===== config.mk =====
export PLATFORM = sky130hd
export DESIGN_NAME = key_input_controller
export DESIGN_NICKNAME = d
export VERILOG_FILES = /design/src/rtl/key_input_controller.sv
export SDC_FILE = /design/constraint.sdc
export NUM_CORES = 1
export LEC_CHECK = 0
export BUFFER_PORTS_ARGS = -buffer_cell sky130_fd_sc_hd__buf_2
export CORE_ASPECT_RATIO = 1.2
export CORE_UTILIZATION = 40
export CTS_BUF_LIST = sky130_fd_sc_hd__clkbuf_4
export CTS_CLUSTER_DIAMETER = 60
export CTS_CLUSTER_SIZE = 25
export DETAILED_ROUTE_END_ITERATION = 7
export SLEW_MARGIN = 0
export SYNTH_ARGS = -nofsm -noshare
export SYNTH_HDL_FRONTEND = slang
export SYNTH_SLANG_ARGS = --single-unit
export TNS_END_PERCENT = 30

===== constraint.sdc =====
create_clock -name frame_rt_clk -period 5.25 [get_ports frame_rt_clk]
set_clock_uncertainty 0.1 [all_clocks]
set_input_delay 0.2625 -clock frame_rt_clk [delete_from_list [all_inputs] [get_ports frame_rt_clk]]
set_output_delay 0.2625 -clock frame_rt_clk [all_outputs]
set_load 0.02 [all_outputs]

===== src/rtl/key_input_controller.sv =====
// -----------------------------------------------------------------------------
// key_input_controller
//
// Multi-key interrupt source running on the frame-rate clock. Each key is
// synchronised, debounced, turned into press events (plus optional
// auto-repeat events while held), queued as one pending bit per key, and
// presented to the CPU one event at a time over a valid/ack handshake.
//
// Ports:
//   frame_rt_clk    frame-rate clock, all state updates on its rising edge
//   reset           asynchronous, active-high reset
//   keys_raw        raw key levels (1 = pressed), asynchronous to the clock
//   key_enable      per-key event enable; 0 masks events and drops pending
//   repeat_en       per-key auto-repeat enable
//   int_ack         CPU acknowledge of the presented event
//   int_valid       an event is being presented
//   int_id          index of the presented key
//   pending         queued events not yet presented
//   overflow        sticky: an event landed on an already-pending key
//   clear_overflow  synchronous clear of overflow (a same-edge set wins)
// -----------------------------------------------------------------------------
module key_input_controller #(
    parameter int N_KEYS        = 4,
    parameter int ID_W          = 2,
    parameter int DEBOUNCE      = 2,
    parameter int REPEAT_DELAY  = 15,
    parameter int REPEAT_PERIOD = 5,
    parameter int CNT_W         = 5
) (
    input  logic              frame_rt_clk,
    input  logic              reset,
    input  logic [N_KEYS-1:0] keys_raw,
    input  logic [N_KEYS-1:0] key_enable,
    input  logic [N_KEYS-1:0] repeat_en,
    input  logic              int_ack,
    output logic              int_valid,
    output logic [ID_W-1:0]   int_id,
    output logic [N_KEYS-1:0] pending,
    output logic              overflow,
    input  logic              clear_overflow
);

    localparam logic [CNT_W-1:0] DB_LAST    = CNT_W'(DEBOUNCE);
    localparam logic [CNT_W-1:0] REP_LAST   = CNT_W'(REPEAT_DELAY);
    localparam logic [CNT_W-1:0] REP_RELOAD = CNT_W'(REPEAT_DELAY - REPEAT_PERIOD);

    logic [N_KEYS-1:0] sync_a;
    logic [N_KEYS-1:0] sync_s;
    logic [N_KEYS-1:0] deb_d;
    logic [N_KEYS-1:0] deb_q;
    logic [N_KEYS-1:0] rep_q;
    logic [CNT_W-1:0]  db_cnt   [N_KEYS];
    logic [CNT_W-1:0]  hold_cnt [N_KEYS];

    logic [N_KEYS-1:0] evt;
    logic [N_KEYS-1:0] sel_onehot;
    logic [ID_W-1:0]   sel_id;
    logic              sel_valid;
    logic              load;
    logic [N_KEYS-1:0] load_clr;
    logic              ovf_set;

    // Synchroniser, debounce and hold counters, one slice per key.
    always_ff @(posedge frame_rt_clk or posedge reset) begin
        if (reset) begin
            sync_a <= '0;
            sync_s <= '0;
            deb_d  <= '0;
            deb_q  <= '0;
            rep_q  <= '0;
            for (int i = 0; i < N_KEYS; i++) begin
                db_cnt[i]   <= '0;
                hold_cnt[i] <= '0;
            end
        end else begin
            sync_a <= keys_raw;
            sync_s <= sync_a;
            deb_q  <= deb_d;
            for (int i = 0; i < N_KEYS; i++) begin
                // The edge on which the count would reach DEBOUNCE is the
                // edge that accepts the new level.
                if (sync_s[i] != deb_d[i]) begin
                    if (db_cnt[i] == DB_LAST - 1'b1) begin
                        deb_d[i]  <= sync_s[i];
                        db_cnt[i] <= '0;
                    end else begin
                        db_cnt[i] <= db_cnt[i] + 1'b1;
                    end
                end else begin
                    db_cnt[i] <= '0;
                end

                // Hold counter: the edge on which it would reach REPEAT_DELAY
                // registers a repeat pulse (like the debounced rise does) and
                // reloads so later repeats are REPEAT_PERIOD frames apart.
                if (deb_d[i] && repeat_en[i]) begin
                    if (hold_cnt[i] == REP_LAST - 1'b1) begin
                        hold_cnt[i] <= REP_RELOAD;
                        rep_q[i]    <= 1'b1;
                    end else begin
                        hold_cnt[i] <= hold_cnt[i] + 1'b1;
                        rep_q[i]    <= 1'b0;
                    end
                end else begin
                    hold_cnt[i] <= '0;
                    rep_q[i]    <= 1'b0;
                end
            end
        end
    end

    assign evt = key_enable & ((deb_d & ~deb_q) | rep_q);

    // Lowest pending index wins.
    always_comb begin
        sel_onehot = '0;
        sel_id     = '0;
        sel_valid  = 1'b0;
        for (int i = N_KEYS - 1; i >= 0; i--) begin
            if (pending[i]) begin
                sel_onehot    = '0;
                sel_onehot[i] = 1'b1;
                sel_id        = ID_W'(i);
                sel_valid     = 1'b1;
            end
        end
    end

    // A new event loads when the output is idle or the current one is acked.
    assign load     = sel_valid && (!int_valid || int_ack);
    assign load_clr = load ? sel_onehot : '0;
    assign ovf_set  = |(evt & pending & ~load_clr);

    always_ff @(posedge frame_rt_clk or posedge reset) begin
        if (reset) begin
            pending   <= '0;
            int_valid <= 1'b0;
            int_id    <= '0;
            overflow  <= 1'b0;
        end else begin
            // A fresh event on the bit being loaded re-queues it.
            pending <= ((pending & ~load_clr) | evt) & key_enable;

            if (load) begin
                int_valid <= 1'b1;
                int_id    <= sel_id;
            end else if (int_ack) begin
                int_valid <= 1'b0;
            end

            if (ovf_set) begin
                overflow <= 1'b1;
            end else if (clear_overflow) begin
                overflow <= 1'b0;
            end
        end
    end

endmodule


==> results of run 1 <==
-- per-stage QoR --
step / util (%) / setup WS [ns] / power (W)
floorplan: - / 3.18 / 0.00100
global placement: 44.9 / 3.80 / 0.00110
detailed placement: 44.9 / 3.70 / 0.00111
CTS: 47.9 / 3.69 / 0.00144
global route: 47.9 / 3.62 / 0.00152
finish: 47.9 / 3.71 / 0.00141
-- power groups by stage --
stage	Clock, W	Combinational (W)	Sequential [W]
after floorplan	0	0.000256	0.000749
after global placement	0	0.000358	0.000740
after detailed placement	0	0.000367	0.000746
after CTS	0.000330	0.000374	0.000736
after global routing	0.000355	0.000418	0.000752
final	0.000313	0.000364	0.000732
-- worst max path at each step --
stage | to | start | cells after the start
6_report | deb_d[2] | db_cnt[6] | 4
5_1_grt | db_cnt[13] | db_cnt[11] | 5
4_1_cts | deb_d[2] | db_cnt[6] | 4
3_5_place_dp | deb_d[2] | db_cnt[6] | 4
3_3_place_gp | deb_d[2] | db_cnt[6] | 4
2_1_floorplan | db_cnt[0] | reset | 1
-- registers in the layout, summed over array words and instances, names as in the netlist --
| signal | flops |
|---|---|
| db_cnt | 20 |
| pending | 4 |
| sync_a | 4 |
| sync_s | 4 |
| rep_q | 4 |
| hold_cnt | 20 |
| int_valid | 1 |
| deb_d | 4 |
| int_id | 2 |
| deb_q | 4 |
| overflow | 1 |
-- routing by layer --
layer | vias to the layer above | wire length [um] | part of all wire [%]
met2 | 28 | 2090 | 47
met1 | 835 | 2060 | 46
met4 | 0 | 135 | 3.0
met5 | - | 0 | 0
met3 | 11 | 165 | 3.7
li1 | 898 | - | -
-- cells in the final DEF, fill, tap and decap left out --
cell	count
dfrtp_1	68
a21o_1	2
o21a_1	3
a211oi_1	1
o21ai_0	2
and2_1	1
dlygate4sd3_1	8
buf_4	1
clkinv_1	2
ha_1	16
nor2b_1	3
nand2_1	6
bufinv_16	1
o2111a_1	1
nand4_1	1
nand3_1	21
or2_1	1
nor2_1	42
o2111ai_1	3
xnor2_1	8
mux2_2	4
buf_2	23
nor4b_1	4
inv_2	1
nand4b_1	4
nand2b_1	6
a21oi_1	8
inv_1	12
xor2_1	19
clkinv_2	4
clkbuf_4	9
nor2b_4	1
and3_1	1
nand2b_4	1
o22a_2	2
-- worst reg2reg max path, cell delays in order, from the launching register on --
cell and delay [ns]:
dfrtp_1 0.41, inv_1 0.07, ha_1 0.14, nor4b_1 0.33
mux2_2 0.38
-- area by class of cell --
cell class / instances / area [sq um]
multi-input combinational: 161 / 1100
sequential: 68 / 1700
inverter: 13 / 48.8
clock inverter: 7 / 57.6
fill: 682 / 3570
tap: 87 / 109
timing repair buffer: 32 / 203
clock buffer: 9 / 67.6
-- cell families after synthesis --
group           share of synthesized area (%)
simple gates                             16.2
flops                                    59.5
xor+xnor                                 8.27
compound gates                           5.34
fa+ha+maj                                7.00
buf+inv                                  2.10
mux                                      1.57
-- synthesized netlist by cell type, types with 2 or more instances --
master	number
dfrtp_1	68
nor2_1	42
nand3_1	21
xor2_1	19
ha_1	16
inv_1	13
a21oi_1	8
xnor2_1	8
nand2_1	6
nand2b_1	6
mux2_2	4
nand4b_1	4
nor4b_1	4
nor2b_1	3
o2111ai_1	3
o21a_1	3
a21o_1	2
o21ai_0	2
o22a_2	2
-- repair_timing --
action                                  CTS  global route
endpoints found under the setup margin    0             0
hold endpoints to repair                  8             0
buffers inserted                          0             0
hold buffers                              8             0
==> impl_results.md, run 1 <==
* Fmax at 0.649 GHz
* Global-route track usage on met3 at 4.25%
* Max Buffers Root-to-Sink at 2
* Status: finished with violations
* Sequential power share at 52.0%
* Syn Area/Cell at between 10 and 15 sq um
* CTS clk-pin slew, worst paths at 0.10 ns
* Crit-path max FO at 3
* Period Utilization, post-route at just under 30%
* Clock latency at the later pin of the worst-skew pair at 0.41 ns
* Crit path required time at 5.44 ns
* GRT met1 Usage at between 15 and 20%
* Fin Setup TNS at 0 ns
* Layout area overhead at 14.9%
* Die width at slightly below 80 um
* WHS at -0.00934 ns
* Relative slew slack at 44.8%
* Final Instance Area at 3290 sq um
* FF-to-FF setup slack at 3.71 ns
* Final #Nets at 317
* Mapped Nets at approximately 280
* Worst-margin pin slew at 0.828 ns
* Delay-heaviest family, CP: flip-flops
* Vias/cell at 4.70
* CTS resizes at 0
* Yosys top cell by area: dfrtp_1
* Synth Register Bits at 68
* Ports at 24
* Worst hold path type: in2async
* Top cell type's share of synthesized area at 59.5%
* Dpl cell area at 3080 sq um
* Post-Synthesis Cells at 243
* Root buffer cell: clkbuf_4
* 1st-iter DRT viols at 49
* CP peak stage delay at 0.41 ns
* GRT busiest layer: met2
* Unrepaired setup endpoints after global routing: no
* WS Path Type: reg2reg
* Routed Antenna Nets at 0
* Total wire length at about 4500 um
* Crit path buffers/inverters at 1
* Clk pwr share at approximately 22%
* Leak at roughly 1.6 nW
* Post-Syn Area at 2860 sq um
* Reg2reg path depth at 4
* Layout cell share with drive strength beyond 1 at 16.2%
* Chip Height at 94.6 um
* All-Layer GR Usage at 14.3%
* # setup viols final at 0
* Initial Util at 41.7%
* Crit-path cells: inv_1, ha_1, nor4b_1, mux2_2
* CTS tree: built
* Reg2reg start: db_cnt[6]
* First-pass GRT wire length at 7850 um
* WP data arrival at 1.73 ns
* Met2 Use GR at approximately 22%
* Critical path launch point type: flip-flop
* Routed length per instance at 11.8 um
* Library cells used by synthesis at 28
* Internal power at 0.000933 W
* Final Max Tran Viols at 0
* Seq/Total Area, Yosys at 59.5%
* Max VDD drop at roughly 0.23 mV
* Pre-Repair DR Iteration Count at 4
* Initial antenna violation count at 0
* Failing checks: hold timing
* Clock sink count at 68
* Grt total ovfl at 0
* ANT cells at 0
* Fraction of registers with async set/reset at 100%
* Synthesis warning total at 0
* Synth top area cells: dfrtp_1, ha_1, xor2_1
* DR vias at roughly 1,800
* Std cell rows at 33
* Sw Pwr at 0.000475 W
* Port Buffer Count at 23
* Final GP Congestion at approximately 0.76
* TritonCTS buffer count at 9
* Die area at roughly 7500 sq um
* Max-Cap Viols at 0
* Main synth FF type: dfrtp_1
* Pwr/cell area at about 430 nW/um^2
* RR Endpoint: deb_d[2]
* Hpwl dp at 3000 um
* Post-synth EDFFs at 0
* Core area at 6850 sq um
* Final worst path period need at 1.54 ns
* CP max stage cell: dfrtp_1
* H-Tree Depth at 3
* Switching share of power at 33.7%
* CP endpoint kind: flip-flop
* DRC viols at 0
* Final non-filler cell total at 377
* Cells after DPL at roughly 350
* Largest net degree at the start of global routing at approximately 70
* Comb pwr share at 25.8%
* Vias in the first global route at 1,751
* Count of final hold-check violations at 13
Note: power is estimated with default switching activity, not from simulation.
==> run 2: changes to the inputs <==
ABC_AREA = 1   (was unset)
clock period = 1.25 ns   (was 5.25 ns; I/O delays follow)
==> run 2 against run 1 <==
  * The run ends with setup timing left
  * Register-to-register slack worse by 3.7 ns
  * Highest routed layer unchanged
  * Synthesized area increased by 1.7%
  * Worst setup slack got worse by 3.7 ns
  * Total power grew to 4.2 times the previous value
  * Sequential share of layout area is 4.1 points lower
  * Combinational power grew to 4.9 times the previous value
==> impl_results.md, run 2 <==
* Top cell type's share of synthesized area at 58.5%
* Fraction of registers with async set/reset at 100%
* FF-to-FF setup slack at -0.02 ns
* 1st-iter DRT viols at 79
* All-Layer GR Usage at between 10% and 20%
* Reg2reg start: hold_cnt[0]
* Layout area overhead at 22.7%
* Seq/Total Area, Yosys at 58.5%
* Period Utilization, post-route at 101%
* Crit path required time at 1.44 ns
* Layout cell share with drive strength beyond 1 at 21.6%
* Die width at 79.8 um
* Final worst path period need at approximately 1.3 ns
* TritonCTS buffer count at 9
* Worst-margin pin slew at around 0.35 ns
* Most common cell after layout, fill and taps aside: dfrtp_1
* Fmax at about 0.79 GHz
* Reg2reg path depth at 5
* DRC viols at 0
* Synth top area cells: dfrtp_1, ha_1, nor2_1
* Synth Register Bits at between 60 and 70
* Unrepaired setup endpoints after global routing: yes
* Pre-Repair DR Iteration Count at 4
* Post-Synthesis Cells at 287
* Library cells used by synthesis at 20
* RR Endpoint: hold_cnt[4]
* Final #Nets at between 300 and 400
* Chip Height at 95.4 um
* H-Tree Depth at 3
* Root buffer cell: clkbuf_4
* Max VDD drop at 0.922 mV
* First-pass GRT wire length at 8360 um
* WP data arrival at 1.46 ns
* Routed length per instance at roughly 11 um
* # setup viols final at 1
* ANT cells at 0
* CP endpoint kind: flip-flop
* Relative slew slack at 76.6%
* Std cell rows at 33
* Core area at 6940 sq um
* Hpwl dp at 3250 um
* Ports at 24
* Vias/cell at between 4 and 5
* Initial Util at about two fifths
* Leak at about 1.7 nW
* CTS tree: built
* Clock latency at the later pin of the worst-skew pair at 0.41 ns
* Clock sink count at 68
* WHS at 0.187 ns
* Setup WS post-layout at -0.0174 ns
* Largest net degree at the start of global routing at 69
* Max-Cap Viols at 0
* CTS clk-pin slew, worst paths at about 0.1 ns
* Final Max Tran Viols at 0
* Yosys top cell by area: dfrtp_1
* Routed Antenna Nets at 0
* Final core utilization at 51.4%
* Top-count cell post-synth: dfrtp_1
* Grt total ovfl at 0
* Worst hold path type: in2async
* Most frequent cells in the layout: dfrtp_1, nor2_1, nand2_1, inv_1, buf_2
* Count of final hold-check violations at 0
* Total wire length at a little under 5000 um
* Post-Syn Area at slightly below 3000 sq um
* Vias in the first global route at 2,091
* Die area at 7620 sq um
* Crit-path max FO at 2
* Status: finished with violations
* Top Registers: db_cnt: 20 flops, hold_cnt: 20 flops
* DR vias at 2,071
* Synthesis warning total at 0
* Pwr/cell area at 1650 nW/um^2
* Syn Area/Cell at 10.1 sq um
* Most instantiated cells after synthesis: dfrtp_1, nor2_1, nand2_1, inv_1, nand3_1
* Max Buffers Root-to-Sink at 2
* Failing checks: setup timing
* Initial antenna violation count at 0
* Post-synth EDFFs at 0
* Port Buffer Count at 23
* Critical path launch point type: flip-flop
* WS Path Type: reg2reg
* Main synth FF type: dfrtp_1
* Final GP Congestion at 0.820
* Mapped Nets at 319
## run 2: how the worst max path moves through the flow
stage / slack [ns] / start / cells after the start / to
floorplan: 0.07 / pending[1] / 6 / overflow
finish: -0.02 / hold_cnt[0] / 5 / hold_cnt[4]
global route: -0.08 / hold_cnt[0] / 5 / hold_cnt[4]
CTS: -0.007 / pending[1] / 2 / pending[1]
detailed placement: -0.007 / hold_cnt[10] / 5 / hold_cnt[12]
global placement: 0.07 / hold_cnt[5] / 5 / hold_cnt[9]
## run 2: cell families after synthesis
| family | Yosys count | synth area share (%) |
|---|---|---|
| adder cells (fa/ha/maj) | 16 | 6.88 |
| AND/OR/NAND/NOR | 130 | 20.2 |
| XOR/XNOR | 20 | 6.02 |
| flip-flops | 68 | 58.5 |
| AO/OA/AOI/OAI | 19 | 3.96 |
| buffers and inverters | 34 | 4.39 |
## run 2: report_power, final
| group | internal, W | total (W) | leakage, nW | switching [W] |
|---|---|---|---|---|
| sequential | 0.00262 | 0.00300 | 0.893 | 0.000383 |
| clock | 0.000424 | 0.00113 | 0.0616 | 0.000704 |
| combinational | 0.000758 | 0.00177 | 0.766 | 0.00101 |
| total | 0.00380 | 0.00590 | 1.72 | 0.00210 |
## run 2: final cells by class
| class | instances | area (sq um) |
|---|---|---|
| fill | 654 | 3370 |
| clock inverter | 4 | 17.5 |
| inverter | 34 | 131 |
| timing repair buffer | 46 | 355 |
| clock buffer | 11 | 82.6 |
| tap | 87 | 109 |
| multi-input combinational | 185 | 1170 |
| sequential | 68 | 1700 |
## run 2: what timing repair did
action	CTS	global route
buffers inserted	2	1
hold endpoints to repair	102	0
endpoints found under the setup margin	5	23
gates resized for setup	5	24
hold buffers	15	0
pin swaps	0	11
## run 2: routing by layer
metal  vias up  global-route usage [%]  wire (um)
met5         -                       0          0
li1       1036                       -          -
met2        40                    26.0       2440
met4         0                    9.38        160
met3        14                    2.58        160
met1       981                    15.7       2110
## run 2: critical path, cell delays in order, from the launching register on
cell and delay, ns:
dfrtp_1 0.39, buf_4 0.14, ha_1 0.23, nand3_2 0.09, xor2_1 0.13, nor2_1 0.06
## run 2: metrics by stage
stage	setup slack (ns)	TNS [ns]	power, W	area, sq um	cells
final	-0.0174	-0.0174	0.00590	3570	435
after global routing	-0.0835	-0.360	0.00634	3570	435
after CTS	-0.00663	-0.00663	0.00582	3470	434
after detailed placement	-0.00708	-0.00893	0.00457	3190	402
after global placement	0.0655	0	0.00451	3190	402
after floorplan	0.0653	0	0.00405	2910	287
